==> config.mk <==
export PLATFORM = sky130hd
export DESIGN_NAME = arch_state_dumper
export DESIGN_NICKNAME = d
export VERILOG_FILES = /design/src/rtl/dump_pkg.sv /design/src/rtl/byte_word_packer.sv /design/src/rtl/arch_state_dumper.sv
export SDC_FILE = /design/constraint.sdc
export NUM_CORES = 1
export LEC_CHECK = 0
export ABC_AREA = 1
export BUFFER_PORTS_ARGS = -buffer_cell sky130_fd_sc_hd__clkbuf_2
export CAP_MARGIN = 30
export CORE_AREA = 5 5 96 98
export DETAILED_ROUTE_END_ITERATION = 16
export DIE_AREA = 0 0 101 103
export PLACE_DENSITY = 0.95
export SLEW_MARGIN = 0
export SYNTH_ARGS = -nofsm -noshare
export SYNTH_HDL_FRONTEND = slang
export SYNTH_SLANG_ARGS = --single-unit
==> constraint.sdc <==
create_clock -name clk -period 3 [get_ports clk]
set_clock_uncertainty 0.1 [all_clocks]
set_input_delay 0.45 -clock clk [delete_from_list [all_inputs] [get_ports clk]]
set_output_delay 0.45 -clock clk [all_outputs]
set_load 0.05 [all_outputs]
==> src/rtl/dump_pkg.sv <==
// Shared types and constants for the architectural state dump engine.
package dump_pkg;

   localparam int TAG_W = 2;

   // Kind of word carried on the dump stream.
   typedef enum logic [TAG_W-1:0] {
      TAG_PC  = 2'd0,
      TAG_REG = 2'd1,
      TAG_MEM = 2'd2
   } dump_tag_e;

   // Sequencer states: PC is emitted straight out of IDLE.
   typedef enum logic [1:0] {
      ST_IDLE  = 2'd0,
      ST_REG   = 2'd1,
      ST_MEM   = 2'd2,
      ST_DRAIN = 2'd3
   } dump_state_e;

   // Index width wide enough for the larger of the two dumped ranges (never 0).
   function automatic int idx_width(input int a, input int b);
      int m;
      m = (a > b) ? a : b;
      return (m > 1) ? $clog2(m) : 1;
   endfunction

endpackage

==> src/rtl/byte_word_packer.sv <==
// Collects three big-endian bytes from the byte-wide memory port and presents
// the assembled 32-bit word together with the fourth (live) byte.
module byte_word_packer (
   input  logic        clk,
   input  logic        rst_n,
   input  logic        advance_i,
   input  logic        clear_i,
   input  logic [7:0]  byte_i,
   output logic [31:0] word_o,
   output logic [1:0]  byte_next_o,
   output logic        last_byte_o
);

   logic [23:0] acc_q;
   logic [23:0] acc_d;
   logic [1:0]  byte_q;
   logic [1:0]  byte_d;

   // Next accumulator and byte position: clear wins over advance.
   always_comb begin
      acc_d  = acc_q;
      byte_d = byte_q;
      if (clear_i) begin
         acc_d  = 24'd0;
         byte_d = 2'd0;
      end else if (advance_i) begin
         acc_d  = {acc_q[15:0], byte_i};
         byte_d = byte_q + 2'd1;
      end else begin
         acc_d  = acc_q;
         byte_d = byte_q;
      end
   end

   // Accumulator and byte counter registers.
   always_ff @(posedge clk) begin
      if (!rst_n) begin
         acc_q  <= 24'd0;
         byte_q <= 2'd0;
      end else begin
         acc_q  <= acc_d;
         byte_q <= byte_d;
      end
   end

   // Lowest address lands in the MSB; the live byte completes the word.
   assign word_o      = {acc_q, byte_i};
   assign byte_next_o = byte_d;
   assign last_byte_o = (byte_q == 2'd3);

endmodule

==> src/rtl/arch_state_dumper.sv <==
// End-of-run architectural state dump: PC, register file, then a window of
// byte-addressed data memory, streamed as tagged 32-bit words on valid/ready.
module arch_state_dumper
   import dump_pkg::*;
#(
   parameter int                DATA_W    = 32,
   parameter int                NUM_REGS  = 32,
   parameter int                MEM_WORDS = 12,
   parameter int                ADDR_W    = 32,
   parameter logic [ADDR_W-1:0] MEM_BASE  = {ADDR_W{1'b0}},
   parameter int                IDX_W     = idx_width(NUM_REGS, MEM_WORDS)
) (
   input  logic              clk,
   input  logic              rst_n,
   input  logic              start,
   input  logic [DATA_W-1:0] pc,
   output logic [4:0]        rf_raddr,
   input  logic [DATA_W-1:0] rf_rdata,
   output logic [ADDR_W-1:0] dm_raddr,
   input  logic [7:0]        dm_rdata,
   output logic              out_valid,
   input  logic              out_ready,
   output logic [DATA_W-1:0] out_data,
   output logic [TAG_W-1:0]  out_tag,
   output logic [IDX_W-1:0]  out_index,
   output logic              busy,
   output logic              done
);

   localparam logic [IDX_W-1:0] LAST_REG = IDX_W'(NUM_REGS - 1);
   localparam logic [IDX_W-1:0] LAST_MEM = IDX_W'(MEM_WORDS - 1);

   dump_state_e       state_q, state_d;
   logic [IDX_W-1:0]  idx_q, idx_d;
   logic              busy_q, busy_d;
   logic              done_q, done_d;
   logic              out_valid_q, out_valid_d;
   logic [DATA_W-1:0] out_data_q, out_data_d;
   dump_tag_e         out_tag_q, out_tag_d;
   logic [IDX_W-1:0]  out_index_q, out_index_d;
   logic [4:0]        rf_raddr_q, rf_raddr_d;
   logic [ADDR_W-1:0] dm_raddr_q, dm_raddr_d;

   logic              slot_free;
   logic              pk_advance;
   logic              pk_clear;
   logic [31:0]       pk_word;
   logic [1:0]        pk_byte_next;
   logic              pk_last_byte;

   byte_word_packer u_packer (
      .clk         (clk),
      .rst_n       (rst_n),
      .advance_i   (pk_advance),
      .clear_i     (pk_clear),
      .byte_i      (dm_rdata),
      .word_o      (pk_word),
      .byte_next_o (pk_byte_next),
      .last_byte_o (pk_last_byte)
   );

   // The single output register may be reloaded once it is empty or being taken.
   assign slot_free = !out_valid_q || out_ready;

   // Sequencer: next state, index and output slot contents.
   always_comb begin
      state_d     = state_q;
      idx_d       = idx_q;
      busy_d      = busy_q;
      done_d      = 1'b0;
      out_valid_d = out_valid_q && !out_ready;
      out_data_d  = out_data_q;
      out_tag_d   = out_tag_q;
      out_index_d = out_index_q;
      pk_advance  = 1'b0;
      pk_clear    = 1'b0;
      case (state_q)
         ST_IDLE: begin
            if (start) begin
               out_valid_d = 1'b1;
               out_data_d  = pc;
               out_tag_d   = TAG_PC;
               out_index_d = {IDX_W{1'b0}};
               busy_d      = 1'b1;
               idx_d       = {IDX_W{1'b0}};
               pk_clear    = 1'b1;
               state_d     = ST_REG;
            end else begin
               state_d = ST_IDLE;
            end
         end
         ST_REG: begin
            if (slot_free) begin
               out_valid_d = 1'b1;
               out_data_d  = rf_rdata;
               out_tag_d   = TAG_REG;
               out_index_d = idx_q;
               if (idx_q == LAST_REG) begin
                  idx_d   = {IDX_W{1'b0}};
                  state_d = ST_MEM;
               end else begin
                  idx_d = idx_q + {{(IDX_W-1){1'b0}}, 1'b1};
               end
            end else begin
               state_d = ST_REG;
            end
         end
         ST_MEM: begin
            if (!pk_last_byte) begin
               // Leading bytes are collected regardless of the consumer.
               pk_advance = 1'b1;
            end else if (slot_free) begin
               out_valid_d = 1'b1;
               out_data_d  = DATA_W'(pk_word);
               out_tag_d   = TAG_MEM;
               out_index_d = idx_q;
               pk_clear    = 1'b1;
               if (idx_q == LAST_MEM) begin
                  state_d = ST_DRAIN;
               end else begin
                  idx_d = idx_q + {{(IDX_W-1){1'b0}}, 1'b1};
               end
            end else begin
               state_d = ST_MEM;
            end
         end
         ST_DRAIN: begin
            if (out_valid_q && out_ready) begin
               done_d  = 1'b1;
               busy_d  = 1'b0;
               state_d = ST_IDLE;
            end else begin
               state_d = ST_DRAIN;
            end
         end
         default: begin
            state_d = ST_IDLE;
         end
      endcase
   end

   // Read addresses are registered from next-state values so they are valid in the cycle they are used.
   always_comb begin
      rf_raddr_d = 5'd0;
      dm_raddr_d = {ADDR_W{1'b0}};
      if (state_d == ST_REG) begin
         rf_raddr_d = 5'(idx_d);
      end else if (state_d == ST_MEM) begin
         dm_raddr_d = MEM_BASE + ADDR_W'({idx_d, 2'b00}) + ADDR_W'(pk_byte_next);
      end else begin
         rf_raddr_d = 5'd0;
         dm_raddr_d = {ADDR_W{1'b0}};
      end
   end

   // State, index, output slot and address registers.
   always_ff @(posedge clk) begin
      if (!rst_n) begin
         state_q     <= ST_IDLE;
         idx_q       <= {IDX_W{1'b0}};
         busy_q      <= 1'b0;
         done_q      <= 1'b0;
         out_valid_q <= 1'b0;
         out_data_q  <= {DATA_W{1'b0}};
         out_tag_q   <= TAG_PC;
         out_index_q <= {IDX_W{1'b0}};
         rf_raddr_q  <= 5'd0;
         dm_raddr_q  <= {ADDR_W{1'b0}};
      end else begin
         state_q     <= state_d;
         idx_q       <= idx_d;
         busy_q      <= busy_d;
         done_q      <= done_d;
         out_valid_q <= out_valid_d;
         out_data_q  <= out_data_d;
         out_tag_q   <= out_tag_d;
         out_index_q <= out_index_d;
         rf_raddr_q  <= rf_raddr_d;
         dm_raddr_q  <= dm_raddr_d;
      end
   end

   assign rf_raddr  = rf_raddr_q;
   assign dm_raddr  = dm_raddr_q;
   assign out_valid = out_valid_q;
   assign out_data  = out_data_q;
   assign out_tag   = out_tag_q;
   assign out_index = out_index_q;
   assign busy      = busy_q;
   assign done      = done_q;

endmodule

# Yosys cells after proc, flatten, opt, wreduce, memory -nomap -nowiden
# Cells that the tools add are included.
# W data, S select, Z words.
# totals
output_inout_bits	79
in_bits	76
word_cells	90
register_bits	112
# classes
eq_ne	13
bitwise	2
n_reduce_logical	15
addsub	3
muxes	45
# op_table
operator	count
$mux W32	4
$pmux W32 S3	1
$mux W5	9
$pmux W5 S3	2
$mux W2	12
$mux W1	12
$ne A2 B2 Y1 const B	5
$add A7 B2 Y8	1
$eq A2 B2 Y1 const B	4
$pmux W2 S4	1
$pmux W2 S3	1
$reduce_and A3 Y1	2
$add A5 B1 Y5 const B	1
$eq A5 B4 Y1 const B	1
$eq A5 B5 Y1 const B	1
$reduce_and A5 Y1	1
$eq A2 B1 Y1 const B	2
$pmux W1 S2	2
$reduce_and A2 Y1	2
$pmux W1 S3	1
$reduce_bool A3 Y1	1
$reduce_or A3 Y1	1
$add A2 B1 Y2 const B	1
$logic_and A1 B1 Y1	2
other kinds (6)	8

# Depth between registers and ports, before layout
# depth
ltp_word	8
mapped_depth	11
ltp_nobuf	11

# By module
# From an unflattened synthesis, not the netlist that was laid out.
# unflattened
hier_cells	526
hier_area_um2	4571.9
# by_module_without_submodules
mod	cells_per_inst	instances	area_each_um2	seq_area_each_um2
arch_state_dumper	398	1	3388.2	1221.2
byte_word_packer	128	1	1183.6	520.5

# Worst setup path after synthesis
# No wires, ideal clock.
# synth_timing
path_type	register to register
from	register state_q[0]
to	register out_tag_q[1], in the netlist out_tag[1]
path_slack_ns	1.275
arrival_time_ns	1.499
setup_ns	0.126
t_required_ns	2.774
synth_period_minus_slack_ns	1.725
n_path_buf	2
stages_incl_launch_ff	11
cell_sequence	dfxtp_1 inv_1 ha_1 inv_2 nor2_4 nor2_4 nand2_4 nor2_4 buf_6 buf_6 a21oi_2
# synth_via
elab_chain_len	3
elab_cells_between_ends	10
cone_classes	6 x eq/ne; 1 x mux; 3 x reduce/logical
# synth_lines
element	line_no	source
from (decl)	arch_state_dumper.sv:33	dump_state_e state_q, state_d;
from (signal assigned)	arch_state_dumper.sv:170	state_q <= state_d;
$eq A2 B2 Y1, or another cell as far along	arch_state_dumper.sv:77	case (state_q)
$ne A2 B2 Y1 (no source line) / $reduce_bool A3 Y1 (equally long branches)	n/a	
$reduce_and A5 Y1 (no source line)	n/a	
to (signal assigned)	arch_state_dumper.sv:176	out_tag_q <= out_tag_d;
to (decl)	arch_state_dumper.sv:39	dump_tag_e out_tag_q, out_tag_d;
# Parallel ways exist; a longest one is shown, timed or not.
# A chain may end at the register's enable or synchronous reset.

# Worst setup path in the final report
# layout_timing
from	register state_q[0]
to	register out_data_q[17], in the netlist out_data[17]
# layout_via
elab_chain_len	3
elab_cells_between_ends	10
cone_classes	6 x eq/ne; 1 x mux; 3 x reduce/logical
# layout_lines
element	line_no	source
$eq A2 B2 Y1, or another cell as far along	arch_state_dumper.sv:77	
$ne A2 B2 Y1 (no source line) / $reduce_bool A3 Y1 (equally long branches)	n/a	
$reduce_and A5 Y1 (no source line)	n/a	
to (signal assigned)	arch_state_dumper.sv:164	out_data_q <= {DATA_W{1'b0}};
to (signal assigned)	arch_state_dumper.sv:175	out_data_q <= out_data_d;
to (decl)	arch_state_dumper.sv:38	logic [DATA_W-1:0] out_data_q, out_data_d;
# Parallel ways exist; a longest one is shown, timed or not.

==> results.md <==
* Synth area leader: dfxtp_1
* Per-cell routed wire length at 15.2 um
* Crit path capture: out_data[17]
* Largest net degree at the start of global routing at 68
* GPL Wtd Cong at 0.887
* Post-DRT Antenna Nets at 0
* Max-slew headroom at 57.1%
* Hold crit path type: input port to register
* Post-DP HPWL at 8730 um
* Final setup viols at 0
* Layout Nets at 739
* CP Launch Point: state_q[0]
* Pre-antenna DRT Iters at 5
* Critical path type: register to register
* Slew at the pin with the worst max-slew slack at 643 ps
* Total gr overflow at 0
* Vias in the first global route at 3937
* Leak at 2.31 nW
* WP data arrival at 2490 ps
* DR iter-0 viols at 232
* Post-synth EDFFs at 0
* H-Tree Depth at 3
* Die height at 103 um
* Yosys Warn Count at 0
* Layout cell share with drive strength beyond 1 at 28.1%
* Peak supply drop at 229 uV
* Core ar. at 8380 sq um
* Register area share after synthesis at 40.0%
* # rows at 34
* Number of synthesized register bits at 87
* Cell class contributing the biggest share of worst-path delay: buffers and inverters
* First-pass GRT wire length at 18200 um
* Width of the die at 101 um
* Worst R2R End: out_data[17]
* Detailed-route DRC error count at 0
* Asr flop ratio synth at 0%
* CP Max Fanout at 67
* Status: finished, final reports clean
* Setup_tns at 0 ps
* Post_cts resized at 0
* Top post-synthesis cells by count: 87 x dfxtp_1, 81 x nand2_1, 51 x nor2_1, 44 x o21ai_0, 40 x a21oi_1
* Synth top area share at 40.0%
* Global Route Usage Sum at 21.9%
* Die ar. at 10400 sq um
* Post-CTS setup buffers at 0
* PwrDens at 536 nW/um^2
* Fin crit period at 2310 ps
* Clock tree buffer depth at 2
* Finished Core Util at 61.0%
* Worst Setup End Kind: register
* Sink Count at 87
* Clock root buffer: clkbuf_8
* Slowest CP cell: dfxtp_1
* Critical R2R Launch: state_q[0]
* Num CTS Buffers at 9
* Buffers and inverters on the worst path at 3
* Final Hold Viols at 0
* RSZ-0062 raised after global routing: no
* Max-Cap Viols at 0
* Drt total wl at 11700 um
* Final Max Tran Viols at 0
* Worst-Skew Late Latency at 350 ps
* Synth unique cells at 34
* CTS tree: yes
* Number of hold buffers added after cts at 0
* Area Growth Syn to Fin at 17.4%
* Cell with the most instances after synthesis: dfxtp_1
* Worst endpoint required time at 3180 ps
* DR vias at 4043
* CP max stage delay at 450 ps
* Mapped cell area at 4350 sq um
* Crit path depth at 8
* Final period util at 77.0%
* Inserted Diodes at 0
* Crit path launch type: register
* Reg2reg setup slack at 690 ps
* Worst-path clk slew at 80 ps
* Antenna violations before repair at 0
* I/O pins at 155
* Leading post-synthesis cells by cell area: dfxtp_1 40%, mux2i_1 7.4%, nand2_1 7.0%
* Achievable Freq at 0.433 GHz
* Cells after Synth at 542
* Worst r2r path cells at 8
* Initial core utilization at 51.9%
* # port buffers at 129
* Top_reg_cell synth: dfxtp_1
* Syn Area/Cell at 8.03 sq um
* Via density at 5.28
* CP cell instances: inv_1 > ha_1 > inv_2 > a21oi_2 > nor2_4 > buf_12 > o21ai_1 > a21oi_1
## worst min path at each step
stage                            startpoint                  to  depth (start not counted)
final                                 pc[2]         out_data[2]                          3
after global routing                  pc[2]         out_data[2]                          3
after CTS                             pc[2]         out_data[2]                          3
after detailed placement       out_index[3]        out_index[3]                          2
after global placement         out_index[3]        out_index[3]                          2
after floorplan           u_packer.acc_q[8]  u_packer.acc_q[16]                          2
## through the flow
step / hold WS [ps] / instances / setup slack (ps) / area, sq um / total power (W)
floorplan: 346 / 566 / 1280 / 4440 / 0.00175
global placement: 363 / 752 / 836 / 4900 / 0.00186
detailed placement: 363 / 752 / 727 / 4900 / 0.00188
CTS: 266 / 766 / 712 / 5110 / 0.00275
global route: 283 / 766 / 490 / 5110 / 0.00286
finish: 276 / 766 / 689 / 5110 / 0.00274
## cell families after synthesis
| family | synth area share (%) |
|---|---|
| fa+ha+maj | 2.30 |
| other cells | 0.0861 |
| mux | 7.36 |
| compound gates | 20.9 |
| flops | 40.0 |
| buf+inv | 13.0 |
| simple gates | 16.2 |
| xor+xnor | 0.201 |
## layout make-up
type | count | area (sq um)
Tap cell | 108 | 135
Sequential cell | 87 | 1740
Timing Repair Buffer | 135 | 716
Clock buffer | 11 | 141
Inverter | 45 | 169
Clock inverter | 3 | 68.8
Fill cell | 735 | 3270
Multi-Input combinational cell | 377 | 2140
## state kept, by name, indices dropped and copies added (netlist names)
| register | cells |
|---|---|
| u_packer.acc_q | 24 |
| out_tag | 2 |
| busy | 1 |
| state_q | 2 |
| out_index | 5 |
| rf_raddr | 5 |
| idx_q | 5 |
| out_valid | 1 |
| done | 1 |
| u_packer.byte_q | 2 |
| out_data | 32 |
| dm_raddr | 7 |
## routing by layer
layer / GRT usage [%] / wire length [um] / vias up
li1: - / - / 1992
met1: 28.0 / 4930 / 1853
met2: 37.1 / 5620 / 174
met3: 3.99 / 852 / 24
met4: 8.38 / 252 / 0
met5: 0 / 0 / -
## placed cells by master (no fill, tap or decap), drive strengths merged, types with 24 or more instances in the layout
master / n
a21oi: 51
nor2: 56
conb: 25
o21ai: 59
a211oi: 24
clkbuf: 140
nand2: 87
inv: 45
dfxtp: 87
mux2i: 32
## where the power goes
part	total [W]	internal, W	switching (W)
clock	0.000881	0.000485	0.000396
sequential	0.00124	0.00121	0.0000341
combinational	0.000614	0.000161	0.000453
## tightest hold or removal path, stage by stage
cell and delay [ps]:
clkbuf_2 80, mux2i_1 60, a21oi_1 110
(Power assumes the default switching activity.)
